`src/rtl/decimating_averager_pkg.sv`:
```
// Shared definitions for the decimating averager: FSM encoding, the width of
// the factor field, and helpers for accumulator sizing and factor clamping.
package decimating_averager_pkg;

    // Control FSM: IDLE discards everything, ACCUM builds averaging blocks.
    typedef enum logic {
        ST_IDLE  = 1'b0,
        ST_ACCUM = 1'b1
    } state_e;

    // Width of the runtime log2-factor field on the ports.
    localparam int FACTOR_W = 4;

    // Accumulator width: a full block of 2^max_log2 maximum-value samples
    // fits without wrapping.
    function automatic int acc_width(input int dwidth, input int max_log2);
        return dwidth + max_log2;
    endfunction

    // Limit a requested log2 factor to the largest factor the accumulators
    // were sized for.
    function automatic logic [FACTOR_W-1:0] clamp_log2(
        input logic [FACTOR_W-1:0] req,
        input logic [FACTOR_W-1:0] max_l2
    );
        if (req > max_l2) begin
            return max_l2;
        end else begin
            return req;
        end
    endfunction

endpackage

```
`src/rtl/decimating_averager_channel.sv`:
```
// One channel of the decimating averager: accumulates samples, and when the
// top closes a block produces the rounded, shifted and saturated average.
module averager_channel
    import decimating_averager_pkg::*;
#(
    parameter int DWIDTH   = 14,
    parameter int MAX_LOG2 = 8,
    parameter int ROUND    = 1
) (
    input  logic                clk,
    input  logic                rst_n,
    input  logic                acc_clr,
    input  logic                acc_add,
    input  logic                blk_close,
    input  logic [FACTOR_W-1:0] factor,
    input  logic [DWIDTH-1:0]   sample,
    output logic [DWIDTH-1:0]   avg
);

    localparam int ACCW = acc_width(DWIDTH, MAX_LOG2);

    // Largest representable average, extended to the rounding width.
    localparam logic [ACCW:0] MAX_AVG = {{(ACCW + 1 - DWIDTH){1'b0}}, {DWIDTH{1'b1}}};
    localparam logic [ACCW:0] ONE_W   = {{ACCW{1'b0}}, 1'b1};

    logic [ACCW-1:0]   acc_q;
    logic [ACCW-1:0]   acc_d;
    logic [DWIDTH-1:0] avg_q;
    logic [DWIDTH-1:0] avg_d;
    logic [ACCW-1:0]   sum_s;
    logic [ACCW:0]     round_s;
    logic [ACCW:0]     shifted_s;
    logic [DWIDTH-1:0] sat_s;

    // Block sum including the current sample, then round, shift and saturate.
    // One extra bit keeps sum + rounding constant from wrapping.
    always_comb begin
        sum_s = acc_q + {{MAX_LOG2{1'b0}}, sample};
        if ((ROUND != 0) && (factor != 4'd0)) begin
            round_s = ONE_W << (factor - 4'd1);
        end else begin
            round_s = '0;
        end
        shifted_s = ({1'b0, sum_s} + round_s) >> factor;
        if (shifted_s > MAX_AVG) begin
            sat_s = {DWIDTH{1'b1}};
        end else begin
            sat_s = shifted_s[DWIDTH-1:0];
        end
    end

    // Next accumulator and output: clear wins, a closing sample publishes the
    // average and restarts from zero, otherwise the sample is accumulated.
    always_comb begin
        acc_d = acc_q;
        avg_d = avg_q;
        if (acc_clr) begin
            acc_d = '0;
        end else if (acc_add) begin
            if (blk_close) begin
                acc_d = '0;
                avg_d = sat_s;
            end else begin
                acc_d = sum_s;
            end
        end else begin
            acc_d = acc_q;
        end
    end

    // Accumulator and registered average, cleared by the async reset.
    always_ff @(posedge clk or negedge rst_n) begin
        if (!rst_n) begin
            acc_q <= '0;
            avg_q <= '0;
        end else begin
            acc_q <= acc_d;
            avg_q <= avg_d;
        end
    end

    assign avg = avg_q;

endmodule

```
`src/rtl/decimating_averager.sv`:
```
// Multi-channel decimating averager. A shared FSM and sample counter decide
// when a block of 2^FACTOR_ACTIVE valid samples closes; each channel instance
// accumulates its own samples and emits the average one cycle later.
module decimating_averager
    import decimating_averager_pkg::*;
#(
    parameter int DWIDTH   = 14,
    parameter int NCH      = 2,
    parameter int MAX_LOG2 = 8,
    parameter int ROUND    = 1
) (
    input  logic                    CLOCK_IN,
    input  logic                    RESET_N,
    input  logic                    ENABLE,
    input  logic                    CLEAR,
    input  logic [FACTOR_W-1:0]     LOG2_FACTOR,
    input  logic                    IN_VALID,
    input  logic [NCH*DWIDTH-1:0]   DATA_IN,
    output logic                    OUT_VALID,
    output logic [NCH*DWIDTH-1:0]   DATA_OUT,
    output logic [FACTOR_W-1:0]     FACTOR_ACTIVE
);

    localparam logic [FACTOR_W-1:0] MAX_L2_C = FACTOR_W'(MAX_LOG2);
    localparam logic [MAX_LOG2:0]   ONE_T    = {{MAX_LOG2{1'b0}}, 1'b1};
    localparam logic [MAX_LOG2-1:0] ONE_C    = {{(MAX_LOG2 - 1){1'b0}}, 1'b1};

    state_e                state_q;
    state_e                state_d;
    logic [FACTOR_W-1:0]   factor_q;
    logic [FACTOR_W-1:0]   factor_d;
    logic [MAX_LOG2-1:0]   cnt_q;
    logic [MAX_LOG2-1:0]   cnt_d;
    logic                  out_valid_q;
    logic                  out_valid_d;

    logic [FACTOR_W-1:0]   req_factor_s;
    logic [MAX_LOG2:0]     term_s;
    logic                  last_s;
    logic                  acc_clr_s;
    logic                  acc_add_s;
    logic                  close_s;

    // Clamped requested factor and detection of the last sample of a block.
    always_comb begin
        req_factor_s = clamp_log2(LOG2_FACTOR, MAX_L2_C);
        term_s       = (ONE_T << factor_q) - ONE_T;
        last_s       = ({1'b0, cnt_q} == term_s);
    end

    // Next-state and datapath control. The factor is only relatched at a
    // block start (enable, clear or block close), so mid-block changes wait.
    always_comb begin
        state_d     = state_q;
        factor_d    = factor_q;
        cnt_d       = cnt_q;
        out_valid_d = 1'b0;
        acc_clr_s   = 1'b0;
        acc_add_s   = 1'b0;
        close_s     = 1'b0;
        case (state_q)
            ST_IDLE: begin
                cnt_d     = '0;
                acc_clr_s = 1'b1;
                if (ENABLE) begin
                    state_d  = ST_ACCUM;
                    factor_d = req_factor_s;
                end else begin
                    state_d  = ST_IDLE;
                end
            end
            ST_ACCUM: begin
                if (!ENABLE) begin
                    state_d   = ST_IDLE;
                    cnt_d     = '0;
                    acc_clr_s = 1'b1;
                end else if (CLEAR) begin
                    cnt_d     = '0;
                    acc_clr_s = 1'b1;
                    factor_d  = req_factor_s;
                end else if (IN_VALID) begin
                    acc_add_s = 1'b1;
                    if (last_s) begin
                        close_s     = 1'b1;
                        out_valid_d = 1'b1;
                        cnt_d       = '0;
                        factor_d    = req_factor_s;
                    end else begin
                        cnt_d = cnt_q + ONE_C;
                    end
                end else begin
                    cnt_d = cnt_q;
                end
            end
            default: begin
                state_d   = ST_IDLE;
                cnt_d     = '0;
                acc_clr_s = 1'b1;
            end
        endcase
    end

    // State, factor, counter and output-valid registers.
    always_ff @(posedge CLOCK_IN or negedge RESET_N) begin
        if (!RESET_N) begin
            state_q     <= ST_IDLE;
            factor_q    <= '0;
            cnt_q       <= '0;
            out_valid_q <= 1'b0;
        end else begin
            state_q     <= state_d;
            factor_q    <= factor_d;
            cnt_q       <= cnt_d;
            out_valid_q <= out_valid_d;
        end
    end

    for (genvar c = 0; c < NCH; c++) begin : g_ch
        averager_channel #(
            .DWIDTH   (DWIDTH),
            .MAX_LOG2 (MAX_LOG2),
            .ROUND    (ROUND)
        ) u_ch (
            .clk       (CLOCK_IN),
            .rst_n     (RESET_N),
            .acc_clr   (acc_clr_s),
            .acc_add   (acc_add_s),
            .blk_close (close_s),
            .factor    (factor_q),
            .sample    (DATA_IN[c*DWIDTH +: DWIDTH]),
            .avg       (DATA_OUT[c*DWIDTH +: DWIDTH])
        );
    end

    assign OUT_VALID     = out_valid_q;
    assign FACTOR_ACTIVE = factor_q;

endmodule

```
`config.mk`:
```
export PLATFORM = sky130hd
export DESIGN_NAME = decimating_averager
export DESIGN_NICKNAME = d
export VERILOG_FILES = /design/src/rtl/decimating_averager_pkg.sv /design/src/rtl/decimating_averager_channel.sv /design/src/rtl/decimating_averager.sv
export SDC_FILE = /design/constraint.sdc
export NUM_CORES = 1
export LEC_CHECK = 0
export ABC_AREA = 1
export BUFFER_PORTS_ARGS = -buffer_cell sky130_fd_sc_hd__buf_2
export CORE_MARGIN = 10
export CORE_UTILIZATION = 55
export CTS_CLUSTER_DIAMETER = 40
export DETAILED_ROUTE_END_ITERATION = 12
export GPL_ROUTABILITY_DRIVEN = 0
export PLACE_DENSITY = 0.7
export REMOVE_ABC_BUFFERS = 1
export SLEW_MARGIN = 10
export SYNTH_ARGS = -nofsm -noshare
export SYNTH_HDL_FRONTEND = slang
export SYNTH_HIERARCHICAL = 1
export SYNTH_SLANG_ARGS = --single-unit
```
`constraint.sdc`:
```
create_clock -name CLOCK_IN -period 4.5 [get_ports CLOCK_IN]
set_input_delay 0.225 -clock CLOCK_IN [delete_from_list [all_inputs] [get_ports CLOCK_IN]]
set_output_delay 0.225 -clock CLOCK_IN [all_outputs]
set_load 0.01 [all_outputs]
```
==> out/qor.yml, run 1 <==
crit_slowest_cell: "fa_1"
drv_slew: 0
final-setup-viol-count: 0
antenna_found_initial: 0
synth_flop_cell: "dfrtp_1"
r2r-end: "g_ch[0].u_ch/avg[0]"
row_count: 53
path_depth: 32
drive_above_1_share: 0.210
root_buffer: "clkbuf_16"
clk_pin_slew_ns: 0.06
endpoint: "g_ch[0].u_ch/avg[0]"
hold_class: "in -> reg"
crit_start: "g_ch[0].u_ch/acc_q[0]"
status: "complete, no violations"
peakVddDrop_mv: 0.185
syn_inst: 1860
grt.met2_usage: 0.427
crit_buf_inv: 4
clk_latency_ns: 0.37
grt-ovfl-total: 0
path_max_fanout: 7
grt_util_met3: 0.0263
fmax_mhz: 236
path_class: "reg -> reg"
cp-end-kind: "register"
r2r_slack_ns: 0.27
cts.path.max_buffers: 2
max_slew_margin: 0.519
maxCapViolCount: 0
synth_top_area_share: 0.185
synth_edf_count: 0
cp.required_ns: 4.76
fin_nets: 2029
viasPerCell: 5.55
cts.sinks: 86
track_usage: 0.241
synth_area_sq_um: 11600
whs_ns: 0.0717
hold_viol: 0
worst_pin_slew_ns: 0.722
pwr_density_cell_nw_per_um2: 212
cp_top_family: "simple AND/OR/NAND/NOR gates"
synthDistinctLibCells: 55
mostFrequentLayoutCell: "nand2_1"
crit_arrival_ns: 4.49
drc: 0
min_period_over_period: 0.941
synthTopCellsByArea: "dfrtp_1 19%, nand2_1 16%, nand3_1 11%, inv_1 7.9%, ha_1 6.5%"
cts_tree: "done"
antenna_left: 0
ys_seq_elements: 86
dr.pass1.iters: 6
synth-seq-area-share: 0.185
numCtsBuffers: 9
start_util: 0.556
core_sq_um: 20900
finalCriticalPeriod_ns: 4.23
async_flop_share: 1.00
h-tree-depth: 3
num-fill-cells: 2052
final_util: 0.618
grt_max_degree: 72
grt_pass1_vias: 11700
max_stage_delay_ns: 0.41
detail_route.wl_per_cell_microns: 15.0
drt_iter0_markers: 1034
critPathMostFrequentCell: "nand2_1"
use_met1: 0.301
multi_input_area_sq_um: 8460
dp_hpwl_mm: 25.7
seq_area_sq_um: 2150
die_y_microns: 165
synth_top_area_cell: "dfrtp_1"
num_io_pins: 70
num_vias: 12200
leakage_nw: 7.00
start_kind: "register"
layout_common_cells: "485 x nand2_1, 258 x nand3_1, 244 x inv_1"
antenna_cells: 0
grt_busiest_layer: "met2"
grt_first_pass_wirelength_mm: 54.7
holdPathStages: 1
io_buffers: 69
r2r_cells: 32
r2r-start: "g_ch[0].u_ch/acc_q[0]"
die-area_sq_um: 27300
skew_ns: 0.0139
syn2layout_area_growth_pct: 11.2
wl_mm: 33.2
ys_warn_count: 6
die_x_microns: 165
syn_area_per_cell_sq_um: 6.24
==> synth_stat cells (5+ instances only) <==
cell type  number
a32o_1         22
o22ai_1        22
nand3_1       258
buf_2          11
a21oi_2         7
dfrtp_1        86
xor2_1         27
nand3_2        65
a21oi_1        69
nor2_1        118
nor3_1         13
inv_1         244
o21ai_0        50
nand2_2        51
ha_1           60
xnor2_1        24
nor2_4          7
a22o_1          5
nand2_1       489
clkinv_1        9
or2_2          32
clkbuf_1       26
o21ai_1         6
nand4_1        32
inv_2          29
nor2_2         30
nand2_4        12
==> timing repair <==
action                     in CTS  in global routing
hold buffers                    1                  0
setup buffers                   1                  4
gates cloned                    0                  3
hold endpoints to repair       49                  0
setup endpoints to repair      14                 28
gates resized for setup         0                 56
pin swaps                       1                  9
==> registers in the layout, indices dropped and copies added, names as in the netlist <==
name             count
FACTOR_ACTIVE        4
OUT_VALID            1
cnt_q                8
g_ch.u_ch/acc_q     44
g_ch.u_ch/avg       28
state_q              1
==> cell type report <==
type                       count  share of cell area
multi-input combinational   1449               0.656
sequential                    86               0.167
inverter                     282              0.0820
timing repair buffer         100              0.0471
tap                          275              0.0267
clock buffer                  10              0.0177
clock inverter                 4             0.00388
==> worst min-delay path by stage <==
stage,startpoint,end,slack [ns]
after global placement,RESET_N,g_ch[1].u_ch/acc_q[20],0.34
after floorplan,RESET_N,FACTOR_ACTIVE[0],-0.07
after CTS,ENABLE,state_q,0.07
after detailed placement,RESET_N,g_ch[1].u_ch/acc_q[20],0.33
after global routing,ENABLE,state_q,0.07
final,ENABLE,state_q,0.07
==> where the power goes <==
group          internal (mW)  switching (mW)
clock network          0.424           0.346
registers              0.779          0.0104
logic                  0.384           0.790
total                   1.59            1.15
==> stage by stage <==
stage | instance area (sq um) | TNS, ns | setup WS [ns] | std cells | total power, mW
final | 12900 | 0 | 0.265 | 2206 | 2.73
after global routing | 12900 | -0.169 | -0.0329 | 2206 | 2.92
after CTS | 12600 | 0 | 0.0520 | 2199 | 2.68
after detailed placement | 12300 | -0.245 | -0.0428 | 2183 | 1.89
after global placement | 12300 | 0 | 0.0217 | 2183 | 1.88
after floorplan | 11400 | -18.86 | -0.800 | 1814 | 1.60
==> metal layers <==
metal	vias up	share of wire
met5	-	0
met4	0	0.021
met3	48	0.043
met2	314	0.50
met1	5665	0.44
li1	6217	-
==> kinds of logic after synthesis <==
kind of cell,Yosys count,share of synthesized area
XOR/XNOR,52,0.0399
AO/OA/AOI/OAI,201,0.107
other,2,0.000647
multiplexers,4,0.00345
buffers and inverters,328,0.112
adder cells (fa/ha/maj),64,0.0716
AND/OR/NAND/NOR,1123,0.480
flip-flops,86,0.185
Note: power is estimated with default switching activity, not from simulation.
==> run 2, diff against run 1 <==
- BUFFER_PORTS_ARGS: -buffer_cell sky130_fd_sc_hd__buf_2 -> -buffer_cell sky130_fd_sc_hd__buf_4
==> run 2 against run 1 <==
Critical path depth down 7. Total power up 0.14%. Sequential share of layout area down 0.19 points. Largest power group unchanged.
==> out/qor.yml, run 2 (same netlist as run 1, synthesis figures left out) <==
status: "complete, no violations"
die-area_sq_um: 27300
worst_pin_slew_ns: 0.668
top_register: "g_ch.u_ch/acc_q"
syn2layout_area_growth_pct: 12.4
whs_ns: 0.0553
final_area_sq_um: 13100
clk_pin_slew_ns: 0.07
finalSetupTns_ns: 0
hold_viol: 0
drive_above_1_share: 0.208
crit_start: "g_ch[0].u_ch/acc_q[7]"
track_usage: 0.238
peakVddDrop_mv: 0.195
cp-end-kind: "register"
grt_first_pass_wirelength_mm: 54.2
h-tree-depth: 3
clk_latency_ns: 0.36
grt_pass1_vias: 11700
max_stage_delay_ns: 0.38
whs_endpoint: "state_q"
r2r_slack_ns: 0.30
cts.path.max_buffers: 2
cp.required_ns: 4.75
layout_common_cells: "487 x nand2_1, 258 x nand3_1, 244 x inv_1"
skew_ns: 0.0153
die_y_microns: 165
leakage_nw: 7.02
r2r-start: "g_ch[0].u_ch/acc_q[7]"
r2r_cells: 25
core_sq_um: 20900
instances_no_fill: 2210
fmax_mhz: 238
crit_arrival_ns: 4.45
num_vias: 12300
row_count: 53
io_buffers: 69
pwr_density_cell_nw_per_um2: 210
maxCapViolCount: 0
viasPerCell: 5.54
cts.sinks: 86
mostFrequentLayoutCell: "nand2_1"
path_class: "reg -> reg"
min_period_over_period: 0.933
dr.pass1.iters: 5
num_io_pins: 70
r2r-end: "g_ch[0].u_ch/avg[2]"
crit_slowest_cell: "dfrtp_1"
drv_slew: 0
die_x_microns: 165
cts_tree: "done"
antenna_found_initial: 0
wl_mm: 33.0
fin_nets: 2031
hold_class: "in -> reg"
max_slew_margin: 0.555
numCtsBuffers: 9
grt-ovfl-total: 0
antenna_cells: 0
final-setup-viol-count: 0
dpl-instance-area_sq_um: 12500
path_max_fanout: 14
holdPathStages: 1
finalCriticalPeriod_ns: 4.20
hold_path.startpoint: "ENABLE"
drc: 0
start_kind: "register"
largest_reg_flops: 44
antenna_left: 0
grt_max_degree: 46
drt_iter0_markers: 893
start_util: 0.556
placedCellCount: 2188
critPathMostFrequentCell: "nand2_1"
detail_route.wl_per_cell_microns: 14.9
root_buffer: "clkbuf_16"
dp_hpwl_mm: 25.9
## run 2: cell types whose count changed in the layout (fill, tap and decap cells not counted), moves of 3 or more
| cell | change |
|---|---|
| o21ai_1 | +4 |
| nor2_2 | -3 |
| nand2_2 | -4 |
| clkbuf_8 | +3 |
| buf_4 | +71 |
| buf_2 | -68 |
| nor2_1 | +4 |
| a21oi_2 | +4 |
## run 2: what timing repair did
action | 4_1_cts | 5_1_grt
hold endpoints to repair | 44 | 0
pin swaps | 1 | 4
buffers inserted | 2 | 1
cloned | 0 | 2
hold buffers | 1 | 0
setup endpoints to repair | 14 | 28
gates resized for setup | 0 | 47
## run 2: where the power goes
group          total (mW)  switching (mW)  internal, mW  leakage (nW)
Combinational        1.16           0.769         0.395          5.70
Clock               0.774           0.353         0.421         0.133
Sequential          0.799          0.0202         0.779          1.19
Total                2.74            1.14          1.59          7.02
## run 2: layout make-up
type,instances,area [sq um]
Tap cell,275,344
Multi-Input combinational cell,1448,8400
Fill cell,2032,7840
Clock inverter,4,30.0
Inverter,282,1060
Timing Repair Buffer,103,801
Clock buffer,12,267
Sequential cell,86,2150
## run 2: stage by stage
stage          power (mW)  setup slack, ns  utilization
2_1_floorplan        1.60           -0.800            -
3_3_place_gp         1.90           0.0535        0.597
3_5_place_dp         1.90          -0.0305        0.597
4_1_cts              2.71           0.0667        0.613
5_1_grt              2.92          -0.0413        0.625
6_report             2.74            0.300        0.625
## run 2: critical path: cells and delay by family, from the launching register on
| family | cells | cell delay, ns |
|---|---|---|
| simple gates | 14 | 1.59 |
| compound gates | 4 | 0.90 |
| fa+ha+maj | 2 | 0.71 |
| flops | 1 | 0.38 |
| buf+inv | 4 | 0.32 |
| xor+xnor | 1 | 0.17 |
## run 2: worst max path at each step
stage / to / slack, ns / cells past startpoint
finish: g_ch[0].u_ch/avg[2] / 0.30 / 25
CTS: g_ch[1].u_ch/avg[13] / 0.07 / 27
detailed placement: g_ch[1].u_ch/avg[13] / -0.03 / 27
global route: g_ch[0].u_ch/avg[2] / -0.04 / 25
floorplan: g_ch[0].u_ch/avg[0] / -0.80 / 29
global placement: g_ch[1].u_ch/avg[0] / 0.05 / 27
## run 2: per-layer routing
metal,GRT usage,up-vias,share of wire
met5,0,-,0
met4,0.0648,0,0.018
met3,0.0283,46,0.047
met2,0.431,342,0.51
met1,0.290,5640,0.43
li1,-,6222,-
==> run 3, diff against run 2 <==
- SETUP_SLACK_MARGIN: unset -> 0.4
==> run 3 against run 2 <==
Global-route usage grew 0.39 points. Largest power group unchanged. Hold slack worse by 0.0052 ns. Register-to-register slack improved by 0.14 ns. Flip-flop and latch count is the same. Via count is 3.9% higher. Sequential power about the same. Fmax up 3.4%. First-iteration DRC count grew 27%. Cell count up 2.3%.
==> out/qor.yml, run 3 (same netlist as run 1, synthesis figures left out) <==
status: "complete, no violations"
critPathMostFrequentCell: "nand3_2"
leakage_nw: 7.52
track_usage: 0.242
detail_route.wl_per_cell_microns: 15.9
crit_slowest_cell: "fa_2"
antenna_left: 0
layout_common_cells: "446 x nand2_1, 230 x inv_1, 216 x nand3_1"
peakVddDrop_mv: 0.208
die_y_microns: 165
maxCapViolCount: 0
worst_pin_slew_ns: 0.673
hold_viol: 0
drt_iter0_markers: 1133
grt-ovfl-total: 0
antenna_cells: 0
cts.sinks: 86
syn2layout_area_growth_pct: 25.2
clk_latency_ns: 0.36
crit_arrival_ns: 4.33
root_buffer: "clkbuf_16"
h-tree-depth: 3
final-setup-viol-count: 0
cp.required_ns: 4.76
grt_max_degree: 46
num_io_pins: 70
hold_class: "in -> reg"
antenna_found_initial: 0
crit_start: "g_ch[0].u_ch/acc_q[0]"
cts_tree: "done"
skew_ns: 0.0127
max_stage_delay_ns: 0.41
r2r-start: "g_ch[0].u_ch/acc_q[0]"
numCtsBuffers: 9
top_register: "g_ch.u_ch/acc_q"
start_util: 0.556
final_util: 0.696
pwr_density_cell_nw_per_um2: 201
fmax_mhz: 246
die-area_sq_um: 27300
io_buffers: 69
final_area_sq_um: 14500
start_kind: "register"
finalCriticalPeriod_ns: 4.06
grt_pass1_vias: 11900
r2r-end: "g_ch[0].u_ch/avg[9]"
cp-end-kind: "register"
cts.path.max_buffers: 2
wl_mm: 36.0
largest_reg_flops: 44
path_max_fanout: 7
r2r_cells: 27
drive_above_1_share: 0.319
rsz0062_at_grt: "yes"
endpoint: "g_ch[0].u_ch/avg[9]"
dpl-instance-area_sq_um: 12500
core_sq_um: 20900
max_slew_margin: 0.551
num_vias: 12700
dp_hpwl_mm: 25.9
mostFrequentLayoutCell: "nand2_1"
path_class: "reg -> reg"
drv_slew: 0
placedCellCount: 2188
dr.pass1.iters: 6
row_count: 53
r2r_slack_ns: 0.44
clk_pin_slew_ns: 0.07
drc: 0
whs_ns: 0.0501
viasPerCell: 5.63
grt_first_pass_wirelength_mm: 55.0
fin_nets: 2081
die_x_microns: 165
instances_no_fill: 2260
min_period_over_period: 0.903
## run 3: cell count changes in the layout (fill, tap and decap cells not counted), moves of 13 or more
cell     change
buf_4       +43
nand3_1     -42
nand2_1     -41
nand3_2     +35
nand2_2     +29
ha_1        -25
nor2_1      -20
a21oi_1     -14
inv_1       -14
ha_4        +13
nand2_4     +13
## run 3: per-layer routing
layer  share of wire  vias to the layer above  track usage
met3           0.044                       75       0.0293
met1            0.42                     5985        0.293
li1                -                     6316            -
met2            0.51                      355        0.437
met4           0.026                        0       0.0717
met5               0                        -            0
## run 3: cell type report
class                      count  area [sq um]
timing repair buffer         152          1200
sequential                    86          2160
fill                        1809          6350
tap                          275           344
clock inverter                 4          30.0
clock buffer                  12           267
inverter                     282          1060
multi-input combinational   1449          9460
## run 3: worst min-delay path by stage
| stage | slack (ns) | cells after the start | from | end |
|---|---|---|---|---|
| 2_1_floorplan | -0.07 | 0 | RESET_N | FACTOR_ACTIVE[0] |
| 3_3_place_gp | 0.30 | 1 | RESET_N | g_ch[1].u_ch/acc_q[20] |
| 3_5_place_dp | 0.30 | 1 | RESET_N | g_ch[1].u_ch/acc_q[16] |
| 4_1_cts | 0.04 | 1 | ENABLE | state_q |
| 5_1_grt | 0.05 | 1 | ENABLE | state_q |
| 6_report | 0.05 | 1 | ENABLE | state_q |
## run 3: worst max-delay path, delay by kind of cell (launching register included)
kind / cells / cell delay (ns)
AND/OR/NAND/NOR: 17 / 1.82
adder cells (fa/ha/maj): 3 / 0.83
AO/OA/AOI/OAI: 2 / 0.40
flip-flops: 1 / 0.39
buffers and inverters: 4 / 0.30
XOR/XNOR: 1 / 0.23
## run 3: through the flow
stage	setup slack, ns	total power, mW	setup TNS (ns)
after floorplan	-0.800	1.60	-18.86
after global placement	0.0535	1.90	0
after detailed placement	-0.0305	1.90	-0.0801
after CTS	0.405	2.76	0
after global routing	0.156	3.10	0
final	0.438	2.93	0
## run 3: power by group
part           internal (mW)  leakage [nW]  total, mW  switching [mW]
clock network          0.421         0.133      0.777           0.357
registers              0.780          1.19      0.799          0.0192
logic                  0.487          6.20       1.35           0.862
total                   1.69          7.52       2.93            1.24
## run 3: what timing repair did
item                       CTS  global route
hold buffers                 1             0
gates resized for setup     38           251
hold endpoints to repair    44             0
setup buffers               13            38
pin swaps                   13            76
setup endpoints to repair   28            28
gates cloned                 2             2
